## src/rtl/dmem_img_reader_pkg.sv

```systemverilog
// Shared constants, state encoding and address helper for the DMEM image reader.
// Optional checksum byte is enabled by defining IMG_RD_CHKSUM_EN.
package img_rd_pkg;

  localparam int PIX_PER_WORD = 32;
  localparam int IMG_WORDS    = 25;
  localparam int PIX_W        = 8;
  localparam int WORD_W       = PIX_PER_WORD * PIX_W;

  typedef enum logic [2:0] {
    IDLE = 3'd0,
    REQ  = 3'd1,
    WAIT = 3'd2,
    SEND = 3'd3,
    CSUM = 3'd4,
    DONE = 3'd5
  } rd_state_t;

  // Word address arithmetic is 7-bit and wraps modulo 128.
  function automatic logic [6:0] word_addr(input logic [6:0] base, input logic [4:0] idx);
    return base + {2'b00, idx};
  endfunction

endpackage

```

## src/rtl/dmem_img_reader_word_unpacker.sv

```systemverilog
// Holds one 256-bit DMEM word and presents it a byte at a time, pixel 0 first.
module word_unpacker
  import img_rd_pkg::*;
(
  input  logic              clk,
  input  logic              rst_n,
  input  logic              load,
  input  logic              shift,
  input  logic [WORD_W-1:0] din,
  output logic [PIX_W-1:0]  byte_out,
  output logic              last_byte
);

  logic [WORD_W-1:0] shreg_q, shreg_d;
  logic [4:0]        byte_idx_q, byte_idx_d;

  always_comb begin
    shreg_d    = shreg_q;
    byte_idx_d = byte_idx_q;
    if (load) begin
      shreg_d    = din;
      byte_idx_d = '0;
    end else if (shift) begin
      shreg_d    = {{PIX_W{1'b0}}, shreg_q[WORD_W-1:PIX_W]};
      byte_idx_d = byte_idx_q + 5'd1;
    end
  end

  always_ff @(posedge clk or negedge rst_n) begin
    if (!rst_n) begin
      shreg_q    <= '0;
      byte_idx_q <= '0;
    end else begin
      shreg_q    <= shreg_d;
      byte_idx_q <= byte_idx_d;
    end
  end

  assign byte_out  = shreg_q[PIX_W-1:0];
  assign last_byte = (byte_idx_q == 5'(PIX_PER_WORD - 1));

endmodule

```

## src/rtl/dmem_img_reader.sv

```systemverilog
// Streams the 28x28 frame from DMEM as raster-order bytes over valid/ready.
// Define IMG_RD_CHKSUM_EN to append a modulo-256 pixel checksum byte.
module dmem_img_reader
  import img_rd_pkg::*;
#(
  parameter logic [6:0] BASE_ADDR  = 7'd0,
  parameter int         RD_LATENCY = 1,
  parameter int         NUM_PIXELS = 784
) (
  input  logic         CLOCK_50,
  input  logic         rst_n,
  input  logic         start,
  output logic         busy,
  output logic         done,
  output logic         dmem_rden,
  output logic [6:0]   dmem_rdaddr,
  input  logic [255:0] dmem_rddata,
  output logic [7:0]   tx_data,
  output logic         tx_valid,
  input  logic         tx_ready,
  output logic [2:0]   dbg_state
);

  // tx handshake: a byte moves on a cycle where tx_valid and tx_ready are both
  // high; once raised, tx_valid and tx_data hold until that cycle.
  rd_state_t  state_q;
  logic [4:0] word_cnt_q;
  logic [9:0] pix_cnt_q;
  logic [1:0] lat_q;
  logic       busy_q, done_q, rden_q, tx_valid_q;
  logic [6:0] rdaddr_q;
`ifdef IMG_RD_CHKSUM_EN
  logic [7:0] csum_q;
`endif

  logic       hs, load, shift, last_pix, last_byte;
  logic [7:0] pix_byte;

  assign hs       = tx_valid_q & tx_ready;
  assign load     = (state_q == WAIT) && (lat_q == 2'(RD_LATENCY));
  assign shift    = hs && (state_q == SEND);
  assign last_pix = (pix_cnt_q == 10'(NUM_PIXELS - 1));

  word_unpacker u_unpack (
    .clk       (CLOCK_50),
    .rst_n     (rst_n),
    .load      (load),
    .shift     (shift),
    .din       (dmem_rddata),
    .byte_out  (pix_byte),
    .last_byte (last_byte)
  );

  always_ff @(posedge CLOCK_50 or negedge rst_n) begin
    if (!rst_n) begin
      state_q    <= IDLE;
      word_cnt_q <= '0;
      pix_cnt_q  <= '0;
      lat_q      <= '0;
      busy_q     <= 1'b0;
      done_q     <= 1'b0;
      rden_q     <= 1'b0;
      rdaddr_q   <= '0;
      tx_valid_q <= 1'b0;
`ifdef IMG_RD_CHKSUM_EN
      csum_q     <= '0;
`endif
    end else begin
      case (state_q)
        // DONE behaves like IDLE for start so back-to-back frames need no gap.
        IDLE, DONE: begin
          done_q <= 1'b0;
          if (start) begin
            state_q    <= REQ;
            word_cnt_q <= '0;
            pix_cnt_q  <= '0;
            busy_q     <= 1'b1;
            rden_q     <= 1'b1;
            rdaddr_q   <= word_addr(BASE_ADDR, 5'd0);
`ifdef IMG_RD_CHKSUM_EN
            csum_q     <= '0;
`endif
          end else begin
            state_q <= IDLE;
          end
        end
        REQ: begin
          rden_q  <= 1'b0;
          lat_q   <= '0;
          state_q <= WAIT;
        end
        WAIT: begin
          if (load) begin
            tx_valid_q <= 1'b1;
            state_q    <= SEND;
          end else begin
            lat_q <= lat_q + 2'd1;
          end
        end
        SEND: begin
          if (hs) begin
            pix_cnt_q <= pix_cnt_q + 10'd1;
`ifdef IMG_RD_CHKSUM_EN
            csum_q    <= csum_q + pix_byte;
`endif
            if (last_pix) begin
`ifdef IMG_RD_CHKSUM_EN
              state_q <= CSUM;
`else
              tx_valid_q <= 1'b0;
              done_q     <= 1'b1;
              busy_q     <= 1'b0;
              state_q    <= DONE;
`endif
            end else if (last_byte) begin
              word_cnt_q <= word_cnt_q + 5'd1;
              rden_q     <= 1'b1;
              rdaddr_q   <= word_addr(BASE_ADDR, word_cnt_q + 5'd1);
              tx_valid_q <= 1'b0;
              state_q    <= REQ;
            end
          end
        end
`ifdef IMG_RD_CHKSUM_EN
        CSUM: begin
          if (hs) begin
            tx_valid_q <= 1'b0;
            done_q     <= 1'b1;
            busy_q     <= 1'b0;
            state_q    <= DONE;
          end
        end
`endif
        default: state_q <= IDLE;
      endcase
    end
  end

  assign busy        = busy_q;
  assign done        = done_q;
  assign dmem_rden   = rden_q;
  assign dmem_rdaddr = rdaddr_q;
  assign tx_valid    = tx_valid_q;
  assign dbg_state   = state_q;
`ifdef IMG_RD_CHKSUM_EN
  assign tx_data     = (state_q == CSUM) ? csum_q : pix_byte;
`else
  assign tx_data     = pix_byte;
`endif

endmodule

```

## config.mk

```make
export PLATFORM = sky130hd
export DESIGN_NAME = dmem_img_reader
export DESIGN_NICKNAME = d
export VERILOG_FILES = /design/src/rtl/dmem_img_reader_pkg.sv /design/src/rtl/dmem_img_reader_word_unpacker.sv /design/src/rtl/dmem_img_reader.sv
export SDC_FILE = /design/constraint.sdc
export NUM_CORES = 1
export LEC_CHECK = 0
export CAP_MARGIN = 30
export CORE_MARGIN = 4
export CORE_UTILIZATION = 29
export CTS_CLUSTER_DIAMETER = 60
export DETAILED_ROUTE_END_ITERATION = 6
export PLACE_DENSITY = 0.51
export SLEW_MARGIN = 20
export SYNTH_ARGS = -nofsm -noshare
export SYNTH_HDL_FRONTEND = slang
export SYNTH_SLANG_ARGS = --single-unit
```

## constraint.sdc

```tcl
create_clock -name CLOCK_50 -period 2.3 [get_ports CLOCK_50]
set_input_delay 0.575 -clock CLOCK_50 [delete_from_list [all_inputs] [get_ports CLOCK_50]]
set_output_delay 0.575 -clock CLOCK_50 [all_outputs]
set_load 0.005 [all_outputs]
```

# Word level (Yosys, flattened, before mapping)
# Index checks and enable logic that the tools add are counted.
dict set report totals {
  out_inout_bits 22
  in_bits 260
  register_bits 292
  word_cells 89
}
dict set report classes {
  n_addsub 4
  eq_ne 15
  muxes 41
  bitwise_logic 1
  reduce_logical 17
}
# cell count
set op_table {}
lappend op_table {{256-bit 2-to-1 mux} 2}
lappend op_table {{5-bit 2-to-1 mux} 6}
lappend op_table {{7-bit 2-to-1 mux} 4}
lappend op_table {{10-bit 2-to-1 mux} 2}
lappend op_table {{10-bit one-hot mux with 2 select lines} 1}
lappend op_table {{2-bit != test (second input constant)} 7}
lappend op_table {{7-bit one-hot mux with 2 select lines} 1}
lappend op_table {{1-bit 2-to-1 mux} 13}
lappend op_table {{3-bit 2-to-1 mux} 4}
lappend op_table {{3-bit one-hot mux with 4 select lines} 1}
lappend op_table {{10-bit by 1-bit adder with 10-bit output (second input constant)} 1}
lappend op_table {{5-bit by 1-bit adder with 5-bit output (second input constant)} 2}
lappend op_table {{10-bit equality test (second input constant)} 1}
lappend op_table {{5-bit one-hot mux with 2 select lines} 1}
lappend op_table {{5-bit AND reduction} 2}
lappend op_table {{3-bit AND reduction} 3}
lappend op_table {{4-bit AND reduction} 2}
lappend op_table {{2-bit nonzero test} 4}
lappend op_table {{3-bit by 2-bit equality test with 1-bit output (second input constant)} 2}
lappend op_table {{1-bit one-hot mux with 2 select lines} 3}
lappend op_table {{5-bit equality test (second input constant)} 1}
lappend op_table {{2-bit one-hot mux with 2 select lines} 1}
lappend op_table {{3-bit by 1-bit equality test with 1-bit output (second input constant)} 1}
lappend op_table {{3-bit equality test (second input constant)} 1}
lappend op_table {{11 further kinds} 12}

# Longest topological paths before layout
dict set report depth {
  depth_word 5
  ltp_mapped 8
  ltp_nobuf 6
}

# Cells and area by module
# Synthesis repeated with hierarchy kept, for this count alone.
dict set report hier_totals {
  hier_cells 1287
  area_unflattened_um2 13497.9
}
# module area_each_um2 instances seq_area_each_um2 cells_each
set modules_own_cells {}
lappend modules_own_cells {word_unpacker 12011.5 1 6531.3 1139}
lappend modules_own_cells {dmem_img_reader 1486.4 1 600.6 148}

# Least setup slack after synthesis
# No wires, ideal clock.
dict set report synth_path {
  path_type {input -> register}
  startpoint {in tx_ready}
  endpoint {reg u_unpack.shreg_q[174]}
  required_time_ns 2.218
  path_buffers 3
  path_stages 7
  setup_time_ns 0.082
  slack_ns 0.735
  t_arrival_ns 1.483
  path_cell_list {and3_1 > buf_2 > nand2_4 > buf_4 > buf_2 > nand2_1 > a31oi_1}
}
dict set report synth_via {
  elab_chain_len 3
}
# element line_no
set synth_rtl {}
lappend synth_rtl {{start, declared} dmem_img_reader.sv:20} ;# input logic tx_ready,
lappend synth_rtl {{1-bit AND} dmem_img_reader.sv:39} ;# assign hs = tx_valid_q & tx_ready;
lappend synth_rtl {{1-bit logical AND} dmem_img_reader.sv:41} ;# assign shift = hs && (state_q == SEND);
lappend synth_rtl {{2-bit nonzero test (no source line)} -}
lappend synth_rtl {{end signal, assigned} dmem_img_reader_word_unpacker.sv:34} ;# shreg_q <= shreg_d;
lappend synth_rtl {{end, declared} dmem_img_reader_word_unpacker.sv:14} ;# logic [WORD_W-1:0] shreg_q, shreg_d;
# No other way between the ends.
# A chain may end at the register's enable or synchronous reset.

# Worst setup path in the final report
dict set report layout_path {
  startpoint {reg state_q[1], in the netlist dbg_state[1]}
  endpoint {out dbg_state[1]}
}
# element line_no
set layout_lines {}
lappend layout_lines {{start, declared} dmem_img_reader.sv:26} ;# rd_state_t state_q;
lappend layout_lines {{start signal, assigned} dmem_img_reader.sv:56} ;# state_q <= IDLE;
lappend layout_lines {{start signal, assigned} dmem_img_reader.sv:74} ;# state_q <= REQ;
lappend layout_lines {{start signal, assigned} dmem_img_reader.sv:84} ;# state_q <= IDLE;
lappend layout_lines {{end, declared} dmem_img_reader.sv:21} ;# output logic [2:0] dbg_state
# No word-level cell between the ends.

==> flow_summary.yaml <==
clock_tree:
  clk_tree_root_cell: "clkbuf_16"
  htree_num_levels: 2
  cts_made_buffers: 37
  cts_sinks: 285
  clock_tree_from_tritoncts: "yes"
  clkTransAtPathRegs_ns: 0.06
  cts.path.max_buffers: 3
  clock_latency_on_the_worst_skew_pair_ns: 0.54
  cts_setup_buffers: 0
power:
  maximum_ir_drop_on_the_vdd_rail_mv: 0.518
  power.static_leakage_nw: 7.86
  power-per-cell-area_mw_per_mm2: 995
floorplanning:
  die_h_um: 219
  io-pin-count: 282
  initial_utilization_pct: 29.6
  core_sq_mm: 0.0436
  num_rows: 76
  dieArea_sq_mm: 0.0479
  die_x_um: 219
placement:
  routability_cong: 0.801
  count_of_buffers_from_port_buffering: 279
  placed_cells: 2285
  dp.final_hpwl_um: 27400
  dp_worst_setup_slack_ns: 0.0295
setup_path:
  setup.worst_path.start: "dbg_state[1]"
  cp.arrival_ns: 1.62
  cp_slowest_stage_delay_ns: 0.56
  critical_path.top_delay_family: "buffers and inverters"
  cp_num_cells: 1
  cp-start-kind: "flip-flop"
  critical_path.max_fanout: 10
  crit_path_end_kind: "output pin"
  worstReg2RegStart: "lat_q[1]"
  regToRegSetupSlack_ns: 0.21
  criticalPathCategory: "reg -> out"
  crit_path_top_delay_cell: "clkdlybuf4s50_1"
  cp.buffers_inverters: 1
  required_ns: 1.73
  r2r.worst_path.cells: 7
  cp_cell_sequence: "clkdlybuf4s50_1"
synthesis:
  yosys.cell_types.count: 45
  synth_area_leaders: "dfrtp_1 55%, nand2_1 15%, a31oi_1 9.9%"
  synth.cells.most_frequent: "525 x nand2_1, 285 x dfrtp_1, 213 x nor2_1"
  synthDominantCellAreaShare_pct: 55.3
  yosysMostFrequentCell: "nand2_1"
  synth_area_per_cell_sq_um: 8.59
  postSynth.topFlopCell: "dfrtp_1"
  ys_warn_count: 0
  synthesis.area_sq_mm: 0.0129
  register_bit_count_reported_by_yosys: 285
  ys_seq_area_share_pct: 55.3
  synth-edff-count: 0
  share_of_flip_flops_with_an_asynchronous_set_or_reset_pct: 100
  yosys.area.top_type: "dfrtp_1"
  syn_inst: 1500
drt:
  drt_pass1_iterations: 5
  finalWirelength_um: 39700
  num_vias: 11200
  antenna_left: 0
  drc: 0
  route.detailed.vias_per_inst: 4.74
  detail_route.iter0.violations: 922
  wire_per_inst_um: 16.8
timing:
  hold_viol_final: 0
  finClkSkew_ns: 0.0131
  finalSetupTns_ns: 0
  final.setup.worst_slack_ns: 0.109
  max_freq_mhz: 456
  rsz_0062_raised_after_global_routing: "false"
  period_share_pct: 95.3
  report.final.slew_viol_count: 0
  fin_crit_ns: 2.19
  setup_viol: 0
finish:
  syn2layout_area_growth_pct: 36.9
  multi_input_comb_area_sq_mm: 0.00511
  sequential_cell_area_sq_mm: 0.00713
  fillers: 4373
  final_cells: 2355
  design.final.nets: 2005
  fraction_of_final_layout_cells_with_drive_strength_greater_than_1_pct: 6.34
run_status:
  outcome: "finished clean"
hold_path:
  hold_path_class: "reg -> reg"
  worstHoldPathCells: 2
  worst_hold_start: "u_unpack.shreg_q[207]"
global_route:
  grt_antenna_before_repair: 11
  grt_start_max_net_pins: 113
  wire_length_of_the_first_global_routing_pass_um: 62100
  grt_use_total_pct: 16.1
  vias_in_the_first_global_route: 11300
  grt_overflow_total: 0
job:
  max-cap-violations: 0
-- metal layers --
layer | routed length (um) | global-route usage [%] | vias to the layer above
li1 | - | - | 5518
met1 | 17500 | 21.3 | 5361
met2 | 18500 | 25.5 | 235
met3 | 3120 | 6.12 | 46
met4 | 479 | 3.22 | 14
met5 | 82 | 0 | -
-- where the power goes --
part	switching, mW	internal [mW]	total, mW
Sequential	0.954	6.69	7.64
Clock	2.21	3.43	5.65
Combinational	2.24	2.03	4.27
Total	5.40	12.2	17.6
-- worst reg2reg max path, cell delays in order (launching register included) --
cell	delay, ns
dfrtp_1	0.37
inv_1	0.07
ha_1	0.21
nor2b_1	0.39
nand2_8	0.26
buf_12	0.34
nor2_1	0.23
a31oi_1	0.07
-- per-stage QoR --
step | hold slack, ns | util [%] | cell area (sq um) | power, mW
floorplan | 0.279 | - | 12900 | 10.2
global placement | 0.459 | 37.8 | 16400 | 11.9
detailed placement | 0.463 | 37.8 | 16400 | 12.0
CTS | 0.477 | 40.5 | 17600 | 17.8
global route | 0.496 | 40.5 | 17600 | 18.7
finish | 0.471 | 40.5 | 17700 | 17.6
-- layout make-up --
cell class | instances | area share, %
flip-flops and latches | 285 | 40.4
multi-input cells | 1084 | 28.9
repair buffers | 324 | 19.5
inverters | 8 | 0.170
clock buffers | 52 | 5.98
diodes | 4 | 0.0567
clock inverters | 13 | 0.737
well taps | 585 | 4.15
-- state kept, by name, indices dropped and copies added (netlist names) --
signal / flops
tx_valid: 1
lat_q: 2
done: 1
busy: 1
u_unpack.byte_idx_q: 5
dbg_state: 3
dmem_rdaddr: 5
u_unpack.shreg_q: 256
dmem_rden: 1
pix_cnt_q: 10
-- cells in the final DEF, fill, tap and decap left out, types with 2 or more instances in the layout --
master and instances:
buf_12 25, xor2_1 5, inv_6 4, buf_4 19, nand2_8 2, dfrtp_2 2, a31o_1 2, dfrtp_1 283
clkinv_2 7, conb_1 2, nand2b_1 3, ha_1 5, and3_1 5, a22oi_1 45, clkdlybuf4s50_1 278, o21a_1 2
a31oi_1 205, nor3_1 4, inv_1 8, nand2_1 525, bufinv_16 2, nor2b_1 4, o21ai_0 6, xnor2_1 5
mux2i_1 3, clkbuf_16 39, nand3_1 20, nand4_1 5, a21oi_1 6, nor2_1 213, o2bb2ai_1 2, clkbuf_8 3
diode_2 4, clkbuf_1 10
-- timing repair --
item	in CTS	in global routing
hold endpoints to repair	28	0
setup endpoints to repair	1	1
hold buffers	1	0
gates resized for setup	1	1
-- logic make-up (layout without fill, tap and decap cells) --
kind of cell / Yosys count / in the layout / share of synthesized area, %
xor+xnor: 10 / 10 / 0.679
compound gates: 276 / 276 / 14.0
fa+ha+maj: 5 / 5 / 0.485
mux: 3 / 3 / 0.233
other cells: 1 / 6 / 0.0291
buf+inv: 132 / 397 / 5.34
flops: 285 / 285 / 55.3
simple gates: 788 / 788 / 23.9
-- worst paths after layout --
path / end
max: dbg_state[1]
min: u_unpack.shreg_q[207]
max reg2reg: u_unpack.shreg_q[103]
min reg2reg: u_unpack.shreg_q[207]
max in group asynchronous: u_unpack.shreg_q[120]
min in group asynchronous: u_unpack.shreg_q[184]
No activity file was read; power rests on OpenSTA's default activity.
==> RTL change, RTL diff (same flow settings) <==
`NUM_PIXELS`: 784 -> 392.
--- a/src/rtl/dmem_img_reader.sv
+++ b/src/rtl/dmem_img_reader.sv
@@ -5,7 +5,7 @@
 #(
   parameter logic [6:0] BASE_ADDR  = 7'd0,
   parameter int         RD_LATENCY = 1,
-  parameter int         NUM_PIXELS = 784
+  parameter int         NUM_PIXELS = 392
 ) (
   input  logic         CLOCK_50,
   input  logic         rst_n,
Formal check against the unedited RTL: no difference found for any inputs over 10 cycles, from zero or initial values and one cycle with rst_n low; that may be too few to reach the edited logic, so the function may still have changed.
==> RTL change against the original RTL <==
  * Power is 6.8% higher
  * Routed wire length is 1.7% higher
  * Sequential cell count stayed put
  * Setup slack better by 0.053 ns
  * Synthesized area is 0.13% lower
  * Worst hold slack hardly changed
  * Synthesized cell count is 0.53% higher
  * First-iteration DRC count is 9.1% lower
  * Design area is 1.6% higher
  * Critical path depth stayed put
  * Cell count is 1.2% higher
  * Critical path type unchanged
==> RTL change: results (changes against the original RTL) <==
[layout]
fill_cells=4333  ; was 4373
signal_buffer_area_fraction_pct=19.81  ; was 19.55%
seq_share_pct=39.79  ; was 40.42%
final_nets=2030  ; was 2005
nNonClkBuffers=339  ; was 324
n_antenna_cell=5  ; was 4
multi_input_cells=1094  ; was 1084
nClkBuffers=59  ; was 52
inverters=7  ; was 8
drive_above_1_share_pct=7.469  ; was 6.342%
finalCoreUtilization_pct=41.26  ; was 40.53%
multi_input_area_share_pct=28.70  ; was 28.95%

[routing]
viasPerCell=4.808  ; was 4.745
finalWirelength_mm=40.34  ; was 39.66 mm
wl_per_cell_um=16.92  ; was 16.84 um

[place]
port_buffers=279  ; unchanged
placed_cell_area_sq_um=16560  ; was 16440 sq um
routabilityCongestion=0.8177  ; was 0.8007
post-place-ws_ns=0.03829  ; was 0.02945 ns

[power_and_ir_drop]
ir_worst_vdd_uv=425.0  ; was 517.8 uV
p_leak_nw=7.982  ; was 7.863 nW
p_comb_w=0.00463  ; was 0.00427 W
p_sw_w=0.005728  ; was 0.005403 W
pwr-share-comb_pct=24.7  ; was 24.3%
p_seq_share_pct=42.2  ; was 43.5%

[grt]
antenna_found_initial=15  ; was 11
grt_pass1_vias=11630  ; was 11290
grt_max_degree=205  ; was 113
track_usage_pct=16.62  ; was 16.12%

[floorplanning]
core-area_sq_um=43460  ; was 43550 sq um

[sta]
fmax_ghz=0.4678  ; was 0.4564 GHz
whs_ns=0.4714  ; was 0.4712 ns

[synth]
ys_seq_area_share_pct=55.39  ; was 55.32%
synth.avg_cell_area_sq_um=8.538  ; was 8.594 sq um
synth_cell_types=44  ; was 45
synthTopCellsByArea=dfrtp_1 (55%), nand2_1 (15%), a31oi_1 (9.9%)  ; unchanged
synthTopCellsByCount=nand2_1 (526), dfrtp_1 (285), nor2_1 (218)  ; was nand2_1 (525), dfrtp_1 (285), nor2_1 (213)

[run_status]
run_status=finished, final reports clean  ; unchanged

[critical_path]
r2r_cells=7  ; unchanged
cp_max_fo=12  ; was 10
r2r_setup_slack_ns=0.19  ; was 0.21 ns
r2r-start=u_unpack.byte_idx_q[0]$_DFFE_PN0P_  ; was lat_q[1]$_DFFE_PN0P_
r2r-end=dmem_rdaddr[4]$_DFFE_PN0P_  ; was u_unpack.shreg_q[103]$_DFFE_PN0P_
crit_path_end=dbg_state[2]  ; was dbg_state[1]
critPathLaunch=dbg_state[2]$_DFFE_PN0P_  ; was dbg_state[1]$_DFFE_PN0P_

[min_path]
min_from=u_unpack.shreg_q[203]$_DFFE_PN0P_  ; was u_unpack.shreg_q[207]$_DFFE_PN0P_

[clocking]
cts_buffers=38  ; was 37

-- RTL change: cell types whose count changed after synthesis, moves of 5 or more --
cell	delta
buf_1	+5
buf_2	+9
buf_4	-16
nor2_1	+5
o21ai_0	+5
-- RTL change: cell families after synthesis --
group	after synthesis	share of synthesized area [%]
compound gates	274	13.66
xor+xnor	8	0.5442
fa+ha+maj	5	0.4859
buf+inv	130	4.908
flops	285	55.39
mux	4	0.3207
other cells	1	0.02913
simple gates	801	24.65
-- RTL change: layer usage --
metal / share of wire [%] / GRT usage, % / wire (um) / up-vias
met5: 0.33 / 0 / 135 / -
met1: 45 / 22.30 / 18120 / 5520
met4: 2.3 / 5.435 / 933 / 22
met3: 7.3 / 5.395 / 2934 / 72
li1: - / - / - / 5595
met2: 45 / 25.53 / 18220 / 254
-- RTL change: timing repair --
action                                  CTS  global route
endpoints found under the setup margin    3             0
buffers inserted                          2             0
resized for setup                         2             0
hold buffers                              1             0
endpoints found under the hold margin    12             0
